### src/rtl/regfile_wb_arbiter_if.sv
// Writeback request/response bundle between the ALU/MEM requesters and the
// register-unit write-port arbiter.
interface regfile_wb_arbiter_if #(
  parameter int XLEN = 32,
  parameter int REGW = 5
);
  logic                    alu_valid;
  logic                    alu_ready;
  logic [REGW-1:0]         alu_rd;
  logic [XLEN-1:0]         alu_data;
  logic                    mem_valid;
  logic                    mem_ready;
  logic [REGW-1:0]         mem_rd;
  logic [XLEN-1:0]         mem_data;
  logic [REGW-1:0]         rd;
  logic [XLEN-1:0]         DataWr;
  logic                    RuWr;
  logic [(1 << REGW)-1:0]  pending;
  logic                    idle;

  modport master (
    output alu_valid, alu_rd, alu_data, mem_valid, mem_rd, mem_data,
    input  alu_ready, mem_ready, rd, DataWr, RuWr, pending, idle
  );

  modport slave (
    input  alu_valid, alu_rd, alu_data, mem_valid, mem_rd, mem_data,
    output alu_ready, mem_ready, rd, DataWr, RuWr, pending, idle
  );
endinterface

### src/rtl/regfile_wb_arbiter.sv
// Shares the single register-unit write port between ALU and MEM writeback
// FIFOs with round-robin arbitration and a per-register pending scoreboard.
module regfile_wb_arbiter #(
  parameter int DEPTH = 2,
  parameter int XLEN  = 32,
  parameter int REGW  = 5
) (
  input logic               CLK,
  input logic               RST,
  regfile_wb_arbiter_if.slave bus
);
  localparam int PW   = $clog2(DEPTH);
  localparam int CW   = $clog2(DEPTH + 1);
  localparam int NREG = 1 << REGW;

  typedef enum logic {SRC_ALU = 1'b0, SRC_MEM = 1'b1} src_t;

  src_t prio_q, prio_d, gnt;
  logic gidx;

  logic [REGW-1:0] q_rd   [2][DEPTH];
  logic [XLEN-1:0] q_data [2][DEPTH];
  logic [PW-1:0]   wptr   [2];
  logic [PW-1:0]   rptr   [2];
  logic [CW-1:0]   cnt    [2];

  logic            in_valid [2];
  logic [REGW-1:0] in_rd    [2];
  logic [XLEN-1:0] in_data  [2];

  logic [1:0] head_v, ready, push, pop;
  logic       ruwr;
  logic [NREG-1:0] pend;
  logic [PW-1:0]   idx;

  assign in_valid[0] = bus.alu_valid;
  assign in_rd[0]    = bus.alu_rd;
  assign in_data[0]  = bus.alu_data;
  assign in_valid[1] = bus.mem_valid;
  assign in_rd[1]    = bus.mem_rd;
  assign in_data[1]  = bus.mem_data;

  // A full FIFO refuses input even when it pops in the same cycle.
  always_comb begin
    head_v = '0;
    ready  = '0;
    push   = '0;
    for (int unsigned s = 0; s < 2; s++) begin
      head_v[s] = (cnt[s] != '0);
      ready[s]  = !RST && (cnt[s] != CW'(DEPTH));
      push[s]   = in_valid[s] && ready[s] && (in_rd[s] != '0);
    end
  end

  always_comb begin
    gnt = SRC_ALU;
    if (head_v[0] && head_v[1])
      gnt = prio_q;
    else if (head_v[1])
      gnt = SRC_MEM;
    gidx = (gnt == SRC_MEM);
    ruwr = !RST && (head_v != '0);
    pop  = '0;
    if (ruwr)
      pop[gidx] = 1'b1;
    prio_d = prio_q;
    if (!RST && (head_v == 2'b11))
      prio_d = (prio_q == SRC_ALU) ? SRC_MEM : SRC_ALU;
  end

  always_comb begin
    pend = '0;
    idx  = '0;
    for (int unsigned s = 0; s < 2; s++) begin
      for (int unsigned i = 0; i < DEPTH; i++) begin
        idx = rptr[s] + PW'(i);
        if (CW'(i) < cnt[s])
          pend[q_rd[s][idx]] = 1'b1;
      end
    end
    pend[0] = 1'b0;
  end

  always_ff @(posedge CLK) begin
    if (RST) begin
      prio_q <= SRC_ALU;
      for (int unsigned s = 0; s < 2; s++) begin
        wptr[s] <= '0;
        rptr[s] <= '0;
        cnt[s]  <= '0;
      end
    end else begin
      prio_q <= prio_d;
      for (int unsigned s = 0; s < 2; s++) begin
        if (push[s])
          wptr[s] <= wptr[s] + 1'b1;
        if (pop[s])
          rptr[s] <= rptr[s] + 1'b1;
        cnt[s] <= cnt[s] + CW'(push[s]) - CW'(pop[s]);
      end
    end
  end

  // Storage needs no reset: validity is tracked by the pointers and counts.
  always_ff @(posedge CLK) begin
    for (int unsigned s = 0; s < 2; s++) begin
      if (push[s]) begin
        q_rd[s][wptr[s]]   <= in_rd[s];
        q_data[s][wptr[s]] <= in_data[s];
      end
    end
  end

  assign bus.alu_ready = ready[0];
  assign bus.mem_ready = ready[1];
  assign bus.RuWr      = ruwr;
  assign bus.rd        = ruwr ? q_rd[gidx][rptr[gidx]]   : '0;
  assign bus.DataWr    = ruwr ? q_data[gidx][rptr[gidx]] : '0;
  assign bus.pending   = pend;
  assign bus.idle      = (cnt[0] == '0) && (cnt[1] == '0);
endmodule

### src/flat_wrapper.sv
// flat-port wrapper written by rule: the top's interface ports become plain ports
module regfile_wb_arbiter_flat 
#(
  parameter int DEPTH = 2,
  parameter int XLEN  = 32,
  parameter int REGW  = 5
)
  (CLK, RST, bus_alu_valid, bus_alu_rd, bus_alu_data, bus_mem_valid, bus_mem_rd, bus_mem_data, bus_alu_ready, bus_mem_ready, bus_rd, bus_DataWr, bus_RuWr, bus_pending, bus_idle);
  regfile_wb_arbiter_if #(.XLEN(XLEN), .REGW(REGW)) bus_i ();
  input logic CLK;
  input logic RST;
  input wire logic [$bits(bus_i.alu_valid)-1:0] bus_alu_valid;
  input wire logic [$bits(bus_i.alu_rd)-1:0] bus_alu_rd;
  input wire logic [$bits(bus_i.alu_data)-1:0] bus_alu_data;
  input wire logic [$bits(bus_i.mem_valid)-1:0] bus_mem_valid;
  input wire logic [$bits(bus_i.mem_rd)-1:0] bus_mem_rd;
  input wire logic [$bits(bus_i.mem_data)-1:0] bus_mem_data;
  output wire logic [$bits(bus_i.alu_ready)-1:0] bus_alu_ready;
  output wire logic [$bits(bus_i.mem_ready)-1:0] bus_mem_ready;
  output wire logic [$bits(bus_i.rd)-1:0] bus_rd;
  output wire logic [$bits(bus_i.DataWr)-1:0] bus_DataWr;
  output wire logic [$bits(bus_i.RuWr)-1:0] bus_RuWr;
  output wire logic [$bits(bus_i.pending)-1:0] bus_pending;
  output wire logic [$bits(bus_i.idle)-1:0] bus_idle;
  assign bus_i.alu_valid = bus_alu_valid;
  assign bus_i.alu_rd = bus_alu_rd;
  assign bus_i.alu_data = bus_alu_data;
  assign bus_i.mem_valid = bus_mem_valid;
  assign bus_i.mem_rd = bus_mem_rd;
  assign bus_i.mem_data = bus_mem_data;
  assign bus_alu_ready = bus_i.alu_ready;
  assign bus_mem_ready = bus_i.mem_ready;
  assign bus_rd = bus_i.rd;
  assign bus_DataWr = bus_i.DataWr;
  assign bus_RuWr = bus_i.RuWr;
  assign bus_pending = bus_i.pending;
  assign bus_idle = bus_i.idle;
  regfile_wb_arbiter #(.DEPTH(DEPTH), .XLEN(XLEN), .REGW(REGW)) u_core (.CLK(CLK), .RST(RST), .bus(bus_i));
endmodule
### config.mk
export PLATFORM = sky130hd
export DESIGN_NAME = regfile_wb_arbiter_flat
export DESIGN_NICKNAME = d
export VERILOG_FILES = /design/src/rtl/regfile_wb_arbiter_if.sv /design/src/rtl/regfile_wb_arbiter.sv /design/src/flat_wrapper.sv
export SDC_FILE = /design/constraint.sdc
export NUM_CORES = 1
export LEC_CHECK = 0
export CORE_MARGIN = 2
export CORE_UTILIZATION = 52
export DETAILED_ROUTE_END_ITERATION = 10
export PLACE_DENSITY = 0.8
export SETUP_SLACK_MARGIN = 0.2
export SYNTH_ARGS = -nofsm -noshare
export SYNTH_HDL_FRONTEND = slang
export SYNTH_SLANG_ARGS = --single-unit
### constraint.sdc
create_clock -name CLK -period 4.4 [get_ports CLK]
set_input_delay 0.88 -clock CLK [delete_from_list [all_inputs] [get_ports CLK]]
set_output_delay 0.88 -clock CLK [all_outputs]
set_load 0.005 [all_outputs]
==> flow_summary.json <==
{
  "status": "finished clean",
  "route.detailed.drc": 0,
  "grt_max_degree": 63,
  "worstSetupPathType": "reg -> out",
  "ys.flop_type": "edfxtp_1",
  "p_leak_nw": 3.18,
  "fmaxAchievable_mhz": 260,
  "fin_crit_ns": 3.84,
  "place.gp.congestion": 0.947,
  "design.die.area_sq_mm": 0.0160,
  "finalSetupTns_ns": 0,
  "cts_buffers": 17,
  "holdBufCountCts": 0,
  "syn-instance-count": 585,
  "cts_resized": 0,
  "rrSetupSlack_ns": 1.40,
  "cts_setup_buffers": 0,
  "grt_util_met2_pct": 43.3,
  "die_w_um": 126,
  "antenna_found_initial": 0,
  "cp-end-kind": "output port",
  "gr-total-overflow": 0,
  "final_cells": 922,
  "setup_viol": 0,
  "met1_usage_pct": 32.8,
  "ctsHtreeMaxLevel": 4,
  "grt_pass1_vias": 5935,
  "worstHoldEndpoint": "u_core.prio_q",
  "arrival_ns": 2.96,
  "syn_area_sq_mm": 0.00778,
  "cts_tree": "done",
  "crit_path_start_kind": "register",
  "use_met3_pct": 5.19,
  "ys_ff_latch": 157,
  "grt_usage_pct": 26.0,
  "synth_edf_count": 152,
  "tightest_slew_ns": 1.24,
  "portBuffers": 149,
  "worstReg2RegStart": "u_core.cnt[0][3]",
  "final_hold_viol_count": 0,
  "min_period_over_period_pct": 87.4,
  "r2r_end": "u_core.cnt[0][1]",
  "num-nets-final": 807,
  "drv_slew": 0,
  "ios": 151,
  "drive_gt1_share_pct": 9.89,
  "ys_async_sr_fraction_pct": 0,
  "dr.pass1.iters": 8,
  "coreArea_sq_mm": 0.0146,
  "cp.required_ns": 3.52,
  "grt_setup_unrepaired": "false",
  "hold_path.class": "reg -> reg",
  "hold_start": "u_core.prio_q",
  "irDropWorstVdd_mv": 0.376,
  "clock_path_buffers": 2,
  "ant_nets": 0,
  "worst_clock_skew_ns": 0.0133,
  "drtIter0Drc": 558,
  "via_per_inst": 6.35,
  "crit_fanout": 62,
  "initial_core_util_pct": 53.3,
  "grt_busiest_layer": "met2",
  "cts_root_buffer": "clkbuf_16",
  "relSlewSlack_pct": 17.5,
  "drv_cap": 0,
  "clk_pin_slew_ns": 0.06,
  "die_y_um": 126,
  "antennaDiodeCount": 0,
  "hpwl_um": 14200,
  "vias": 5857,
  "grt_pass1_wl_um": 32200,
  "reg2reg_depth": 11,
  "core.rowCount": 44,
  "area_growth_pct": 28.2,
  "dp.cells": 888,
  "wire_per_inst_um": 22.5,
  "avgSynthCellArea_sq_um": 13.3,
  "synth.net_count": 667,
  "synth_cell_types": 55,
  "whs_path_depth": 2,
  "wirelength_um": 20700,
  "clk_latency_ns": 0.42,
  "yosysWarnings": 0,
  "powerDensity_mw_per_mm2": 541,
  "ys_seq_area_share_pct": 60.0,
  "clock-sinks": 157
}
-- cell usage in the layout, fill, tap and decap left out, types with 5 or more instances in the layout --
cell / instances
a22oi_1: 11
buf_4: 9
nand2b_1: 7
nor2_4: 5
a211oi_1: 74
o221ai_1: 30
edfxtp_1: 152
a211oi_2: 5
nor2b_1: 49
nand3b_1: 6
clkdlybuf4s50_1: 149
nand2_1: 21
clkbuf_16: 17
nor2_1: 23
a32oi_1: 27
nand3_1: 6
mux2_2: 8
dfxtp_1: 5
inv_1: 16
mux2i_1: 35
a21oi_1: 5
-- Yosys cell counts, types with 7 or more instances --
cell / instances / share of area, %
nor2b_1: 49 / 3.9
clkbuf_1: 7 / 0.34
buf_6: 10 / 1.4
nand2b_1: 7 / 0.56
nand2_1: 21 / 1.0
a32oi_1: 27 / 3.0
mux2i_1: 35 / 4.5
a22oi_1: 11 / 1.1
o221ai_1: 30 / 3.4
buf_2: 14 / 0.90
buf_4: 7 / 0.68
edfxtp_1: 152 / 59
a211oi_1: 74 / 7.1
mux2_2: 8 / 1.2
nor2_1: 27 / 1.3
inv_1: 16 / 0.77
-- per-layer routing --
layer	wire, um	vias to the layer above	share of wire, %
met5	0	-	0
met4	823	0	4.0
met3	1270	55	6.1
met2	10200	288	49
met1	8390	2857	40
li1	-	2657	-
-- kinds of logic after synthesis --
group / share of synthesized area [%]
AO/OA/AOI/OAI: 18.9
flip-flops: 60.0
AND/OR/NAND/NOR: 9.62
buffers and inverters: 4.33
multiplexers: 6.02
adder cells (fa/ha/maj): 0.644
XOR/XNOR: 0.451
other: 0.0482
-- final cells by class --
cell class / count / area, sq um
clock buffer: 20 / 437
timing repair buffer: 162 / 1620
sequential: 157 / 4660
tap: 184 / 230
multi-input combinational: 370 / 2810
inverter: 17 / 63.8
clock inverter: 12 / 136
fill: 1013 / 4620
-- registers in the layout, summed over array words and instances (netlist names) --
name and cells:
u_core.cnt 4, u_core.prio_q 1, u_core.q_rd 20, u_core.wptr 2
u_core.q_data 128, u_core.rptr 2
-- stage by stage --
step | instance area, sq um | setup WS (ns) | total power [W] | utilization, % | hold WS, ns
global route | 9970 | 0.389 | 0.00563 | 68.3 | 0.612
floorplan | 7780 | 0.934 | 0.00318 | - | 0.482
detailed placement | 9370 | 0.600 | 0.00395 | 64.2 | 0.535
CTS | 9940 | 0.365 | 0.00536 | 68.2 | 0.545
global placement | 9370 | 0.623 | 0.00391 | 64.2 | 0.515
finish | 9970 | 0.556 | 0.00539 | 68.3 | 0.547
-- worst max-delay path by stage --
stage | startpoint | endpoint | slack, ns | depth (start not counted)
after detailed placement | RST | bus_DataWr[1] | 0.60 | 5
after global placement | RST | bus_DataWr[0] | 0.62 | 5
after CTS | u_core.rptr[0] | bus_pending[5] | 0.36 | 5
after floorplan | RST | u_core.q_data[1][0] | 0.93 | 4
after global routing | u_core.cnt[0][1] | bus_DataWr[12] | 0.39 | 6
final | u_core.cnt[0][1] | bus_DataWr[4] | 0.56 | 6
-- critical path, stage by stage, from the launching register on --
cell	delay, ns
dfxtp_1	0.53
nor2_4	0.16
o22ai_4	0.47
buf_12	0.34
a211oi_1	0.10
a211oi_1	0.33
clkdlybuf4s50_1	0.57
-- report_power, final --
part           leakage [nW]  switching, W  internal, W
clock network         0.273      0.000572     0.000840
registers              1.44      0.000128      0.00180
logic                  1.47       0.00116     0.000883
(Power assumes the default switching activity.)
